===== config.mk =====
export PLATFORM = sky130hd
export DESIGN_NAME = dt_tree_walker
export DESIGN_NICKNAME = d
export VERILOG_FILES = /design/src/rtl/dt_tree_walker_pkg.sv /design/src/rtl/dt_tree_walker_threshold_decoder.sv /design/src/rtl/dt_tree_walker.sv
export SDC_FILE = /design/constraint.sdc
export NUM_CORES = 1
export LEC_CHECK = 0
export ABC_CLOCK_PERIOD_IN_PS = 5700
export BUFFER_PORTS_ARGS = -buffer_cell sky130_fd_sc_hd__buf_2
export CORE_ASPECT_RATIO = 1.4
export CORE_MARGIN = 2
export CORE_UTILIZATION = 45
export CTS_BUF_LIST = sky130_fd_sc_hd__clkbuf_16
export DETAILED_ROUTE_END_ITERATION = 12
export GPL_TIMING_DRIVEN = 0
export PLACE_DENSITY = 0.7
export SLEW_MARGIN = 20
export SYNTH_ARGS = -nofsm -noshare
export SYNTH_HDL_FRONTEND = slang
export SYNTH_SLANG_ARGS = --single-unit

===== constraint.sdc =====
create_clock -name clk -period 5.7 [get_ports clk]
set_input_delay 0 -clock clk [delete_from_list [all_inputs] [get_ports clk]]
set_output_delay 0 -clock clk [all_outputs]
set_load 0.005 [all_outputs]

===== src/rtl/dt_tree_walker_pkg.sv =====
`default_nettype none
// ============================================================================
// Module   : dt_tree_walker_pkg
// Purpose  : Shared node-word layout, feature geometry, FSM encodings and a
//            node-decode helper for the decision-tree walker.
// Revision : 1.0 - initial release
// ============================================================================
package dt_tree_walker_pkg;

    // Node word field positions
    localparam int C_LEAF_BIT  = 63;
    localparam int C_FEAT_HI   = 55;
    localparam int C_FEAT_LO   = 53;
    localparam int C_THR_HI    = 52;
    localparam int C_THR_LO    = 26;
    localparam int C_RCHILD_HI = 25;
    localparam int C_RCHILD_LO = 18;
    localparam int C_LCHILD_HI = 17;
    localparam int C_LCHILD_LO = 10;

    // Feature vector geometry
    localparam int C_NUM_FEATURES = 6;
    localparam int C_FEAT_W       = 32;
    localparam int C_THR_W        = C_THR_HI - C_THR_LO + 1;

    // Walker FSM encodings
    localparam logic [1:0] C_ST_IDLE  = 2'd0;
    localparam logic [1:0] C_ST_FETCH = 2'd1;
    localparam logic [1:0] C_ST_EVAL  = 2'd2;
    localparam logic [1:0] C_ST_DONE  = 2'd3;

    typedef struct packed {
        logic                is_leaf;
        logic [2:0]          feat_id;
        logic [C_THR_W-1:0]  thr;
        logic [7:0]          rchild;
        logic [7:0]          lchild;
    } node_t;

    function automatic node_t decode_node(input logic [63:0] word);
        node_t n;
        n.is_leaf = word[C_LEAF_BIT];
        n.feat_id = word[C_FEAT_HI:C_FEAT_LO];
        n.thr     = word[C_THR_HI:C_THR_LO];
        n.rchild  = word[C_RCHILD_HI:C_RCHILD_LO];
        n.lchild  = word[C_LCHILD_HI:C_LCHILD_LO];
        return n;
    endfunction

endpackage
`default_nettype wire


===== src/rtl/dt_tree_walker_threshold_decoder.sv =====
`default_nettype none
// ============================================================================
// Module   : threshold_decoder
// Purpose  : Splits a node word into its fields and makes the left/right
//            decision for the selected feature value (unsigned compare).
// Revision : 1.0 - initial release
// ============================================================================
module threshold_decoder
    import dt_tree_walker_pkg::*;
(
    input  logic [63:0]          node_word,
    input  logic [C_FEAT_W-1:0]  feat_val,
    output logic                 is_leaf,
    output logic [2:0]           feat_id,
    output logic                 feat_ok,
    output logic [7:0]           lchild,
    output logic [7:0]           rchild,
    output logic                 go_left
);

    node_t w_node;
    logic  w_unused_bits;

    assign w_node  = decode_node(node_word);
    assign is_leaf = w_node.is_leaf;
    assign feat_id = w_node.feat_id;
    assign lchild  = w_node.lchild;
    assign rchild  = w_node.rchild;
    assign feat_ok = (w_node.feat_id < 3'(C_NUM_FEATURES));
    // Threshold is zero-extended to feature width before an unsigned compare
    assign go_left = (feat_val <= {{(C_FEAT_W-C_THR_W){1'b0}}, w_node.thr});

    // Reserved bits and the class field are not needed for the branch decision
    assign w_unused_bits = ^{node_word[62:56], node_word[9:0]};

endmodule
`default_nettype wire


===== src/rtl/dt_tree_walker.sv =====
`default_nettype none
// ============================================================================
// Module   : dt_tree_walker
// Purpose  : Decision-tree traversal engine. Latches a 6-feature vector,
//            walks node memory from the root until a leaf, returns its class
//            and depth, or flags an error on bad feature id / depth limit.
// Revision : 1.0 - initial release
// ============================================================================
module dt_tree_walker
    import dt_tree_walker_pkg::*;
#(
    parameter int ADDR_W    = 8,
    parameter int ROOT_ADDR = 0,
    parameter int MAX_DEPTH = 16,
    parameter int CLASS_W   = 2
) (
    input  logic                                clk,
    input  logic                                rst_n,
    input  logic                                in_valid,
    output logic                                in_ready,
    input  logic [C_NUM_FEATURES*C_FEAT_W-1:0]  in_feat,
    output logic                                mem_rd_en,
    output logic [ADDR_W-1:0]                   mem_addr,
    input  logic [63:0]                         mem_rdata,
    output logic                                out_valid,
    input  logic                                out_ready,
    output logic [CLASS_W-1:0]                  out_class,
    output logic [4:0]                          out_depth,
    output logic                                out_err
);

    localparam logic [ADDR_W-1:0] C_ROOT      = ADDR_W'(ROOT_ADDR);
    localparam logic [4:0]        C_LAST_LVL  = 5'(MAX_DEPTH - 1);

    logic [1:0]                          r_state;
    logic [C_NUM_FEATURES*C_FEAT_W-1:0]  r_feat;
    logic [ADDR_W-1:0]                   r_cur_addr;
    logic [4:0]                          r_depth;

    logic [C_FEAT_W-1:0]  w_feat_sel;
    logic                 w_is_leaf;
    logic [2:0]           w_feat_id;
    logic                 w_feat_ok;
    logic [7:0]           w_lchild;
    logic [7:0]           w_rchild;
    logic                 w_go_left;

    assign in_ready  = (r_state == C_ST_IDLE);
    assign mem_rd_en = (r_state == C_ST_FETCH);
    assign mem_addr  = r_cur_addr;

    // Feature mux: pick the feature addressed by the current node (0 if out of range)
    always_comb begin
        w_feat_sel = '0;
        for (int k = 0; k < C_NUM_FEATURES; k++) begin
            if (w_feat_id == 3'(k)) begin
                w_feat_sel = r_feat[k*C_FEAT_W +: C_FEAT_W];
            end
        end
    end

    threshold_decoder u_threshold_decoder (
        .node_word (mem_rdata),
        .feat_val  (w_feat_sel),
        .is_leaf   (w_is_leaf),
        .feat_id   (w_feat_id),
        .feat_ok   (w_feat_ok),
        .lchild    (w_lchild),
        .rchild    (w_rchild),
        .go_left   (w_go_left)
    );

    // Traversal FSM, depth counter and result registers
    always_ff @(posedge clk or negedge rst_n) begin
        if (!rst_n) begin
            r_state    <= C_ST_IDLE;
            r_feat     <= '0;
            r_cur_addr <= C_ROOT;
            r_depth    <= '0;
            out_valid  <= 1'b0;
            out_class  <= '0;
            out_depth  <= '0;
            out_err    <= 1'b0;
        end else begin
            case (r_state)
                C_ST_IDLE: begin
                    if (in_valid) begin
                        r_feat     <= in_feat;
                        r_cur_addr <= C_ROOT;
                        r_depth    <= '0;
                        r_state    <= C_ST_FETCH;
                    end
                end
                C_ST_FETCH: begin
                    r_state <= C_ST_EVAL;
                end
                C_ST_EVAL: begin
                    out_depth <= r_depth;
                    if (w_is_leaf) begin
                        out_class <= mem_rdata[CLASS_W-1:0];
                        out_err   <= 1'b0;
                        r_state   <= C_ST_DONE;
                    end else if (!w_feat_ok || (r_depth == C_LAST_LVL)) begin
                        out_class <= '0;
                        out_err   <= 1'b1;
                        r_state   <= C_ST_DONE;
                    end else begin
                        r_cur_addr <= ADDR_W'(w_go_left ? w_lchild : w_rchild);
                        r_depth    <= r_depth + 5'd1;
                        r_state    <= C_ST_FETCH;
                    end
                end
                C_ST_DONE: begin
                    // out_valid rises one cycle after entering DONE; handshake only once it is up
                    if (!out_valid) begin
                        out_valid <= 1'b1;
                    end else if (out_ready) begin
                        out_valid <= 1'b0;
                        r_state   <= C_ST_IDLE;
                    end
                end
                default: r_state <= C_ST_IDLE;
            endcase
        end
    end

endmodule
`default_nettype wire


==> results of run 1 <==
[state kept, by name, summed over array words and instances (netlist names)]
signal	cells
r_feat	192
mem_addr	8
out_depth	5
r_depth	5
out_class	2
r_state	2
out_err	1
out_valid	1
[report_power, final]
part           total [uW]  switching [uW]  internal, uW
Combinational        2040            1130           907
Clock                1440             619           822
Sequential           2650             404          2240
[Yosys cell counts, drive strengths merged]
library cell / instances / share of area (%)
a211o: 1 / 0.086
o21ai: 42 / 2.1
nor4: 4 / 0.31
o2111ai: 1 / 0.086
or2: 1 / 0.061
nand3b: 2 / 0.15
and3: 1 / 0.061
o2bb2ai: 2 / 0.17
a221o: 1 / 0.098
inv: 29 / 1.1
or4: 1 / 0.073
mux4: 27 / 6.0
nand3: 4 / 0.20
nor3b: 1 / 0.073
a32o: 2 / 0.20
nand4: 7 / 0.55
a31oi: 3 / 0.18
ha: 29 / 3.6
a21oi: 19 / 0.93
mux2: 2 / 0.26
o211ai: 2 / 0.28
clkbuf: 48 / 1.8
and4: 1 / 0.086
a22oi: 1 / 0.073
nand2b: 2 / 0.12
nand2: 633 / 23
nor3: 4 / 0.20
a21o: 1 / 0.073
dfrtp: 216 / 53
nor2b: 3 / 0.18
nor4bb: 1 / 0.098
xor2: 2 / 0.17
nor2: 13 / 0.48
buf: 15 / 0.64
o21a: 1 / 0.073
mux2i: 36 / 3.5
[final cells by class]
| type | instances | area, um^2 |
|---|---|---|
| Multi-Input combinational cell | 850 | 4461 |
| Tap cell | 301 | 376.6 |
| Timing Repair Buffer | 477 | 3513 |
| Clock buffer | 23 | 575.6 |
| Buffer | 63 | 245.2 |
| Fill cell | 1759 | 7612 |
| Antenna cell | 6 | 15.01 |
| Sequential cell | 216 | 5405 |
| Inverter | 29 | 108.9 |
| Clock inverter | 17 | 133.9 |
[worst paths after layout]
check	from	end	slack, ps
max	mem_rdata[54]	mem_addr[5]	1160
min	rst_n	r_feat[92]	7
max reg2reg	r_feat[11]	mem_addr[5]	1790
min reg2reg	r_feat[96]	r_feat[96]	470
max in group asynchronous	rst_n	r_feat[144]	4890
min in group clk	mem_rdata[55]	r_state[1]	100
[repair_timing]
| item | 4_1_cts | 5_1_grt |
|---|---|---|
| hold endpoints to repair | 422 | 0 |
| hold buffers | 214 | 0 |
| resized for setup | 0 | 0 |
[cells by family (layout without fill, tap and decap cells)]
family,count (synthesis),count (layout),share of synthesized area (%)
buf+inv,92,609,3.465
other cells,0,6,0
compound gates,76,76,4.310
simple gates,678,678,25.88
fa+ha+maj,29,29,3.550
flops,216,216,52.89
xor+xnor,2,2,0.1714
mux,65,65,9.733
[metal layers]
layer | track usage [%] | part of all wire, %
met1 | 33.63 | 37
met2 | 53.47 | 51
met3 | 4.667 | 5.6
met4 | 19.04 | 6.6
met5 | 0 | 0
[layout by cell type (no fill, tap or decap), types with 27 or more instances in the layout]
cell type | netlist | final
nand2_1 | 633 | 633
buf_2 | 7 | 267
dfrtp_1 | 216 | 216
dlygate4sd3_1 | 0 | 214
clkbuf_1 | 48 | 48
mux2i_1 | 36 | 36
o21ai_0 | 34 | 34
inv_1 | 29 | 31
ha_1 | 29 | 29
mux4_2 | 27 | 27
[stage by stage]
step | setup slack [ps] | util [%] | cell area (um^2) | hold slack (ps) | instances
global placement | 954.4 | 53.03 | 11900 | 190.5 | 1720
detailed placement | 1288 | 53.32 | 11970 | -30.96 | 1722
floorplan | 2470 | - | 10220 | -295.6 | 1158
CTS | 1293 | 66.02 | 14820 | 26.10 | 1976
finish | 1157 | 66.09 | 14830 | 6.838 | 1982
global route | 971.8 | 66.05 | 14830 | 57.00 | 1979
[critical path, stage by stage]
cell and delay, ps:
clkbuf_1 330, clkbuf_1 600, buf_1 640, mux4_2 420, nand2_1 100, o21ai_0 160
ha_1 370, nand4_1 140, nor4_2 350, nand2b_1 120, mux2_4 320, o211ai_4 420
mux2i_1 270, dlygate4sd3_1 590, o21ai_1 70
==> metrics.csv, run 1 <==
stage;metric;value;unit
run_status;outcome;complete, no violations;
setup_path;CP max FO;10;
clock_network;CTS buffer count;22;
clock_network;post-CTS setup buffers;0;
min_path;Hold Path Class;in -> async;
synthesis;Synth Register Bits;216;
clock_network;H-Tree Depth;1;
synthesis;number of unique standard cell types used by synthesis;42;
sta;setup violators final;0;
clock_network;worst skew pair latency;510;ps
floorplan;Site Rows;65;
floorplan;Initial Util;45.53;%
sta;final period utilization;79.70;%
job;total of max-cap violations;0;
setup_path;FF-to-FF path depth;12;
power_and_ir_drop;PwrDens;413.1;nW/um^2
clock_network;clock buffer depth;3;
setup_path;Worst Path Arrival;4920;ps
sta;final slew viol count;0;
global_routing;pin count of the biggest net entering global routing;82;
placement;RD Place Congestion;0.8212;
floorplan;num ports;279;
setup_path;Crit Path Category;in -> reg;
detailed_routing;router iterations before antenna repair;5;
setup_path;Critical Path Start Type;input port;
synthesis;sequential fraction of the synthesis area;52.89;%
floorplan;Die ar.;23950;um^2
detailed_routing;antenna-violating nets left;0;
global_routing;initial antenna violation count;3;
synthesis;Syn. warnings;0;
floorplan;die extent in x;131.4;um
power_and_ir_drop;Overall Power;6128;uW
floorplan;die height;182.3;um
sta;slew margin rel.;30.35;%
layout;share of cells above drive strength 1;20.00;%
power_and_ir_drop;P_leak;0.007844;uW
setup_path;Worst setup EP type;flip-flop;
sta;Final Hold Violating Endpoints;0;
sta;clock skew;12.44;ps
detailed_routing;routed via count;10158;
global_routing;GRT Residual Overflow;0;
layout;# nets final;1948;
synthesis;Post-Synthesis Cells;1158;
global_routing;overall routing resource usage;30.01;%
floorplan;Core Box Area;22450;um^2
synthesis;average size of a mapped cell;8.825;um^2
detailed_routing;final WL;35.70;mm
clock_network;CTS tree;done;
global_routing;global-route wire length before repair;56.23;mm
detailed_routing;Via density;5.125;
synthesis;Mapped Area;10220;um^2
sta;f_max;220.1;MHz
sta;Fin Setup TNS;0;ps
clock_network;clk slew on worst S/H paths;60;ps
detailed_routing;routed length per instance;18.01;um
sta;RSZ-0062 raised after global routing;no;
global_routing;vias in the first global route;11072;
sta;minimum clock period;4543;ps
detailed_routing;DRC violations left;0;
clock_network;root buffer cell;clkbuf_16;
detailed_routing;drt first-iter violations;648;
power_and_ir_drop;maximum vdd drop;0.0003002;V
synthesis;Syn Nets;1447;
placement;I/O Buffers;261;
placement;hpwl dp;23.30;mm
sta;actual slew at the worst max-slew pin;1043;ps
setup_path;Crit path required time;6080;ps
layout;synthesis-to-finish area growth;45.15;%
clock_network;clock sink total;216;
No activity file was read; power rests on OpenSTA's default activity.
==> inputs of run 2 (changes only) <==
--- a/config.mk
+++ b/config.mk
@@ -5,7 +5,8 @@
 export SDC_FILE = /design/constraint.sdc
 export NUM_CORES = 1
 export LEC_CHECK = 0
-export ABC_CLOCK_PERIOD_IN_PS = 5700
+export ABC_AREA = 1
+export ABC_CLOCK_PERIOD_IN_PS = 4600
 export BUFFER_PORTS_ARGS = -buffer_cell sky130_fd_sc_hd__buf_2
 export CORE_ASPECT_RATIO = 1.4
 export CORE_MARGIN = 2
==> constraint.sdc (replaced) <==
create_clock -name clk -period 4.6 [get_ports clk]
set_input_delay 0 -clock clk [delete_from_list [all_inputs] [get_ports clk]]
set_output_delay 0 -clock clk [all_outputs]
set_load 0.005 [all_outputs]
==> run 2 against run 1 <==
Effect of this change:
- clock skew increased by 7.2 ps
- non-clock buffer count increased by 7
- combinational power increased by 50%
- first-iteration DRC count increased by 16%
- register-to-register slack got worse by 860 ps
- clock-buffer cell count unchanged
- global-route usage decreased by 0.89 points
- clock power increased by 28%
- synthesized cell count increased by 15%
- worst setup slack got worse by 340 ps
- sequential share of layout area decreased by 0.30 points
- critical path depth increased by 9
- critical path type unchanged
- largest cell class unchanged
==> metrics.csv, run 2 <==
stage;metric;value;unit
sta;minimum clock period;3787;ps
sta;final slew viol count;0;
placement;I/O Buffers;263;
synthesis;ys async rst share;100.0;%
power_and_ir_drop;P_leak;0.008118;uW
setup_path;Critical Path Start Type;input port;
synthesis;Synth Flop Type;dfrtp_1;
power_and_ir_drop;maximum vdd drop;0.0003564;V
clock_network;post_cts resized;0;
floorplan;die extent in x;131.8;um
synthesis;share of the synthesized area in the top cell type;52.50;%
clock_network;CTS tree;done;
synthesis;number of unique standard cell types used by synthesis;31;
setup_path;CP max FO;10;
min_path;Hold Path Class;in -> async;
setup_path;Top delay family on crit path;simple AND/OR/NAND/NOR gates;
global_routing;Top Usage Layer GRT;met2;
clock_network;clk slew on worst S/H paths;60;ps
floorplan;Core Box Area;22530;um^2
synthesis;Mapped Area;10300;um^2
sta;f_max;264.1;MHz
global_routing;met2 usage;52.77;%
setup_path;Crit Path Category;in -> reg;
layout;synthesis-to-finish area growth;45.29;%
floorplan;num ports;279;
detailed_routing;Via density;5.103;
detailed_routing;routed via count;10981;
clock_network;H-Tree Depth;1;
synthesis;count leader, synth;nand2_1;
power_and_ir_drop;PwrDens;551.1;nW/um^2
setup_path;CP max-delay cell;dlygate4sd3_1;
clock_network;clock sink total;216;
synthesis;Synth Register Bits;216;
floorplan;Initial Util;45.70;%
layout;Top reg by flops;r_feat;
sta;final period utilization;82.32;%
sta;RSZ-0062 raised after global routing;no;
global_routing;global-route track usage on met3;3.510;%
synthesis;largest cells by area after synthesis;dfrtp_1 (52%), nand2_1 (24%), o21ai_0 (3.5%);
placement;Area after DPL;12050;um^2
layout;most frequent cells in the layout;nand2_1 (665), buf_2 (281), dlygate4sd3_1 (216), dfrtp_1 (216), inv_1 (82);
synthesis;number of synthesized flops with an enable pin;0;
placement;RD Place Congestion;0.8570;
setup_path;Crit path required time;4980;ps
synthesis;Syn. warnings;0;
floorplan;Die ar.;24120;um^2
layout;max reg flops;192;
setup_path;Worst Path Buf+Inv;6;
run_status;outcome;complete, no violations;
setup_path;Worst setup EP type;flip-flop;
sta;final setup margin;813.4;ps
job;total of max-cap violations;0;
global_routing;GRT Residual Overflow;0;
global_routing;GRT met1 Usage;34.59;%
sta;Final Hold Violating Endpoints;0;
synthesis;Post-Synthesis Cells;1329;
placement;hpwl dp;23.59;mm
detailed_routing;routed length per instance;16.46;um
clock_network;clock buffer depth;3;
setup_path;most used cell, CP;nand2_1;
placement;dpl cells;1895;
synthesis;average size of a mapped cell;7.747;um^2
power_and_ir_drop;Overall Power;8244;uW
clock_network;worst skew pair latency;510;ps
setup_path;slowest stage delay, CP;550;ps
layout;final instance area;14960;um^2
synthesis;sequential fraction of the synthesis area;52.50;%
detailed_routing;router iterations before antenna repair;5;
sta;Hold WS;18.30;ps
detailed_routing;drt first-iter violations;753;
setup_path;critical path cell sequence;buf_2 -> inv_1 -> nand2_1 -> nor2_1 -> buf_2 -> clkinv_1 -> clkbuf_1 -> nor2_1 -> a21oi_1 -> ha_1 -> nand4_1 -> nor3_1 -> nand2_1 -> nand3_1 -> nand2_1 -> nand2_1 -> nand2_1 -> nand2_1 -> nand2_2 -> nand2_4 -> nand2_1 -> nand3_1 -> dlygate4sd3_1 -> nand2_1;
layout;Non-Filler Instances;2152;
floorplan;Site Rows;65;
detailed_routing;final WL;35.42;mm
layout;share of cells above drive strength 1;17.57;%
sta;slew margin rel.;61.58;%
synthesis;Yosys top cell by area;dfrtp_1;
clock_network;root buffer cell;clkbuf_16;
detailed_routing;DRC violations left;0;
global_routing;global-route wire length before repair;55.88;mm
floorplan;die height;183.0;um
detailed_routing;antenna-violating nets left;0;
clock_network;CTS buffer count;23;
synthesis;Syn Nets;1618;
layout;# nets final;2124;
global_routing;initial antenna violation count;1;
setup_path;Worst Path Arrival;4170;ps
sta;clock skew;19.67;ps
global_routing;pin count of the biggest net entering global routing;96;
placement;setup slack at placement;922.4;ps
layout;most common cell after layout, fill and taps aside;nand2_1;
global_routing;overall routing resource usage;29.12;%
sta;actual slew at the worst max-slew pin;576.3;ps
sta;setup violators final;0;
global_routing;vias in the first global route;11229;
synthesis;Post-synth top cells;nand2_1 (665), dfrtp_1 (216), inv_1 (79), o21ai_0 (73), a21oi_1 (63);
## run 2: final cells by class
cell class	count	area, um^2
clock inverters	17	165.2
diodes	1	2.502
flip-flops and latches	216	5405
well taps	301	376.6
repair buffers	481	3543
plain buffers	66	275.3
multi-input cells	966	4312
clock buffers	23	575.6
inverters	81	304.0
fillers	1790	7569
## run 2: through the flow
step | utilization (%) | setup TNS [ps]
CTS | 66.39 | 0
global route | 66.40 | 0
global placement | 53.22 | -39700
finish | 66.40 | 0
floorplan | - | 0
detailed placement | 53.51 | 0
## run 2: worst reg2reg max path: stages, from the launching register on
cell           delay (ps)
dfrtp_1               380
a32oi_1               230
nand2_1               120
o21ai_0               140
a21oi_1               150
ha_1                  310
nand2_1                70
nor2_1                200
nand2_1                80
nor3_1                360
nand2_1               100
nand3_1               130
nand2_1                70
nand2_1                50
nand2_1                40
nand2_1                60
nand2_2               150
nand2_4               160
nand2_1                70
nand3_1                80
dlygate4sd3_1         550
nand2_1                50
## run 2: logic make-up (layout without fill, tap and decap cells)
group | count (synthesis) | in the layout | synth area share (%)
simple gates | 763 | 763 | 28.59
flops | 216 | 216 | 52.50
compound gates | 174 | 174 | 9.758
buf+inv | 147 | 668 | 5.626
fa+ha+maj | 29 | 29 | 3.524
other cells | 0 | 1 | 0
## run 2: path summary, 6_finish.rpt
kind,start,to,slack [ps],cells after the start
setup / recovery,mem_rdata[54],mem_addr[2],810,24
hold reg to reg,r_feat[122],r_feat[122],460,2
hold / removal,rst_n,r_feat[93],20,2
min in group clk,in_valid,r_depth[4],190,4
setup reg to reg,r_feat[23],mem_addr[2],930,21
max in group asynchronous,rst_n,r_feat[129],3770,3
## run 2: layer usage
metal  share of wire [%]  routed length (um)  vias to the layer above
met1                  39               13950                     5181
met2                  51               18020                      486
met4                 4.3                1527                        0
met3                 5.4                1920                      113
met5                   0                   0                        -
li1                    -                   -                     5201
## run 2: timing repair
item / CTS / global route
endpoints found under the setup margin: 0 / 0
buffers inserted: 0 / 0
hold buffers: 216 / 0
hold endpoints to repair: 425 / 0
## run 2: power by group
| group | switching [uW] | internal (uW) | total, uW |
|---|---|---|---|
| Clock | 769 | 1080 | 1850 |
| Sequential | 501 | 2830 | 3330 |
| Combinational | 1970 | 1100 | 3070 |
==> inputs of run 3 (changes only) <==
--- a/config.mk
+++ b/config.mk
@@ -5,8 +5,8 @@
 export SDC_FILE = /design/constraint.sdc
 export NUM_CORES = 1
 export LEC_CHECK = 0
-export ABC_AREA = 1
-export ABC_CLOCK_PERIOD_IN_PS = 4600
+export ABC_AREA = 0
+export ABC_CLOCK_PERIOD_IN_PS = 3000
 export BUFFER_PORTS_ARGS = -buffer_cell sky130_fd_sc_hd__buf_2
 export CORE_ASPECT_RATIO = 1.4
 export CORE_MARGIN = 2
@@ -14,7 +14,7 @@
 export CTS_BUF_LIST = sky130_fd_sc_hd__clkbuf_16
 export DETAILED_ROUTE_END_ITERATION = 12
 export GPL_TIMING_DRIVEN = 0
-export PLACE_DENSITY = 0.7
+export PLACE_DENSITY = 0.73
 export SLEW_MARGIN = 20
 export SYNTH_ARGS = -nofsm -noshare
 export SYNTH_HDL_FRONTEND = slang
==> constraint.sdc (replaced) <==
create_clock -name clk -period 3 [get_ports clk]
set_input_delay 0 -clock clk [delete_from_list [all_inputs] [get_ports clk]]
set_output_delay 0 -clock clk [all_outputs]
set_load 0.005 [all_outputs]
==> run 3 against run 2 <==
Effect of this change:
- the run now ends with setup timing left
- register-to-register slack got worse by 1200 ps
- clock skew fell by 5.8 ps
- design area is 1.0% higher
- clock power up 65%
- worst setup slack worse by 1000 ps
- cell count fell by 7.6%
- clock-buffer cell count unchanged
- power increased by 49%
- via count is 4.8% lower
- critical path depth fell by 12
- sequential cell count stayed put
- critical path type is now reg -> reg
- critical endpoint is now mem_addr[0]
- largest cell class unchanged
- largest power group unchanged
==> metrics.csv, run 3 (synthesized netlist as in run 1, its figures left out) <==
stage;metric;value;unit
detailed_routing;antenna-violating nets left;0;
run_status;failing checks;setup timing;
setup_path;Critical Path Start Type;flip-flop;
power_and_ir_drop;P_leak;0.007981;uW
layout;most common cell after layout, fill and taps aside;nand2_1;
setup_path;Worst setup EP type;flip-flop;
global_routing;pin count of the biggest net entering global routing;101;
power_and_ir_drop;PwrDens;811.3;nW/um^2
placement;I/O Buffers;261;
power_and_ir_drop;Comb pwr share;33.6;%
layout;Layout fillers;1686;
floorplan;die height;182.3;um
floorplan;Site Rows;65;
sta;final setup margin;-234.5;ps
min_path;Hold Path Class;in -> async;
clock_network;clk slew on worst S/H paths;70;ps
floorplan;Core Box Area;22450;um^2
job;total of max-cap violations;0;
detailed_routing;Via density;5.259;
power_and_ir_drop;part of the power in registers;41.4;%
clock_network;clock buffer depth;3;
setup_path;worst setup path start;r_feat[107];
global_routing;initial antenna violation count;2;
sta;RSZ-0062 raised after global routing;yes;
layout;footprint of the multi-input gates;4534;um^2
power_and_ir_drop;maximum vdd drop;0.0005288;V
clock_network;H-Tree Depth;1;
global_routing;global-route wire length before repair;60.97;mm
power_and_ir_drop;Sw Ratio;35.53;%
setup_path;Worst Path Arrival;3620;ps
global_routing;vias in the first global route;11416;
run_status;outcome;complete, but fails checks;
detailed_routing;final WL;39.29;mm
clock_network;CTS buffer count;23;
setup_path;Crit path required time;3390;ps
power_and_ir_drop;Clock Power Share;25.0;%
placement;hpwl dp;23.35;mm
clock_network;CTS tree;done;
clock_network;root buffer cell;clkbuf_16;
detailed_routing;routed via count;10455;
detailed_routing;drt first-iter violations;782;
floorplan;num ports;279;
setup_path;Crit Path Category;reg -> reg;
power_and_ir_drop;Overall Power;12260;uW
layout;max reg flops;192;
sta;clock skew;13.88;ps
placement;RD Place Congestion;0.8776;
sta;slew margin rel.;49.45;%
layout;Sequential Area;5406;um^2
global_routing;overall routing resource usage;32.96;%
sta;f_max;309.2;MHz
setup_path;CP max FO;8;
layout;Top reg by flops;r_feat;
layout;synthesis-to-finish area growth;47.85;%
power_and_ir_drop;Switching Power;4355;uW
sta;actual slew at the worst max-slew pin;755.0;ps
sta;final period utilization;107.8;%
sta;minimum clock period;3235;ps
sta;Final Hold Violating Endpoints;0;
power_and_ir_drop;Internal Power;7904;uW
detailed_routing;router iterations before antenna repair;5;
sta;setup violators final;8;
layout;# nets final;1957;
detailed_routing;routed length per instance;19.76;um
floorplan;die extent in x;131.4;um
sta;Hold WS;26.50;ps
clock_network;clock sink total;216;
setup_path;FF-to-FF Start;r_feat[107];
sta;final slew viol count;0;
floorplan;Initial Util;45.53;%
layout;share of cells above drive strength 1;21.66;%
clock_network;worst skew pair latency;520;ps
global_routing;GRT Residual Overflow;0;
floorplan;Die ar.;23950;um^2
layout;most frequent cells in the layout;nand2_1 (628), buf_2 (264), dfrtp_1 (215);
detailed_routing;DRC violations left;0;
## run 3: cell types whose count changed in the layout (fill, tap and decap cells not counted), sizes merged, moves of 23 or more
cell and change:
mux4 +27, mux2i +36, nand2 -34, nand3 -23, inv -51, o21ai -34
a21oi -44, a32oi -26, nor2 -43
## run 3: final timing paths
kind	to	slack (ps)	cells after the start
worst max register to register	mem_addr[0]	-230	12
worst min-delay path	r_feat[95]	30	3
max in group asynchronous	r_feat[166]	2430	3
min in group clk	out_err	100	4
worst max-delay path	mem_addr[0]	-230	12
worst min register to register	r_feat[32]	470	2
## run 3: timing repair
| action | in CTS | in global routing |
|---|---|---|
| gates resized for setup | 17 | 4 |
| buffers inserted | 8 | 0 |
| cloned | 0 | 0 |
| setup endpoints to repair | 8 | 8 |
| pin swaps | 11 | 1 |
| hold buffers | 215 | 0 |
| hold endpoints to repair | 422 | 0 |
## run 3: cell type report
type	instances	share of cell area (%)
Tap cell	301	2.493
Clock inverter	19	1.466
Multi-Input combinational cell	850	30.01
Inverter	29	0.7204
Sequential cell	216	35.78
Buffer	62	1.822
Timing Repair Buffer	486	23.87
Antenna cell	2	0.03312
Clock buffer	23	3.809
## run 3: power groups by stage
| stage | Clock [uW] | Combinational, uW | Sequential [uW] |
|---|---|---|---|
| finish | 3060 | 4120 | 5070 |
| global route | 3220 | 4610 | 5180 |
| CTS | 3070 | 3940 | 4970 |
| detailed placement | 0 | 3530 | 5010 |
| global placement | 0 | 3380 | 4950 |
| floorplan | 0 | 2450 | 4800 |
## run 3: critical path, stage by stage, from the launching register on
cell	delay (ps)
dfrtp_2	450
mux4_2	560
nand2_2	120
o21ai_2	70
ha_1	340
nand4_1	200
nor4_4	270
nand2b_1	100
mux2_4	320
o211ai_4	180
buf_12	170
mux2i_2	230
o21ai_1	90
## run 3: layer usage
metal / vias to the layer above / share of wire, % / global-route usage (%)
met5: - / 0 / 0
met4: 0 / 6.2 / 20.04
met3: 188 / 6.4 / 6.139
met1: 4979 / 37 / 37.78
met2: 560 / 50 / 57.41
li1: 4728 / - / -
## run 3: stage by stage
| step | util, % | setup TNS [ps] | worst slack [ps] | instance area, um^2 | instances |
|---|---|---|---|---|---|
| floorplan | - | 0 | 8.382 | 10250 | 1158 |
| global placement | 53.17 | -377270 | -1730 | 11930 | 1720 |
| detailed placement | 53.48 | -6834 | -873.9 | 12000 | 1722 |
| CTS | 67.24 | -27.68 | -26.55 | 15090 | 1986 |
| global route | 67.31 | -2575 | -341.3 | 15110 | 1988 |
| finish | 67.31 | -1564 | -234.5 | 15110 | 1988 |
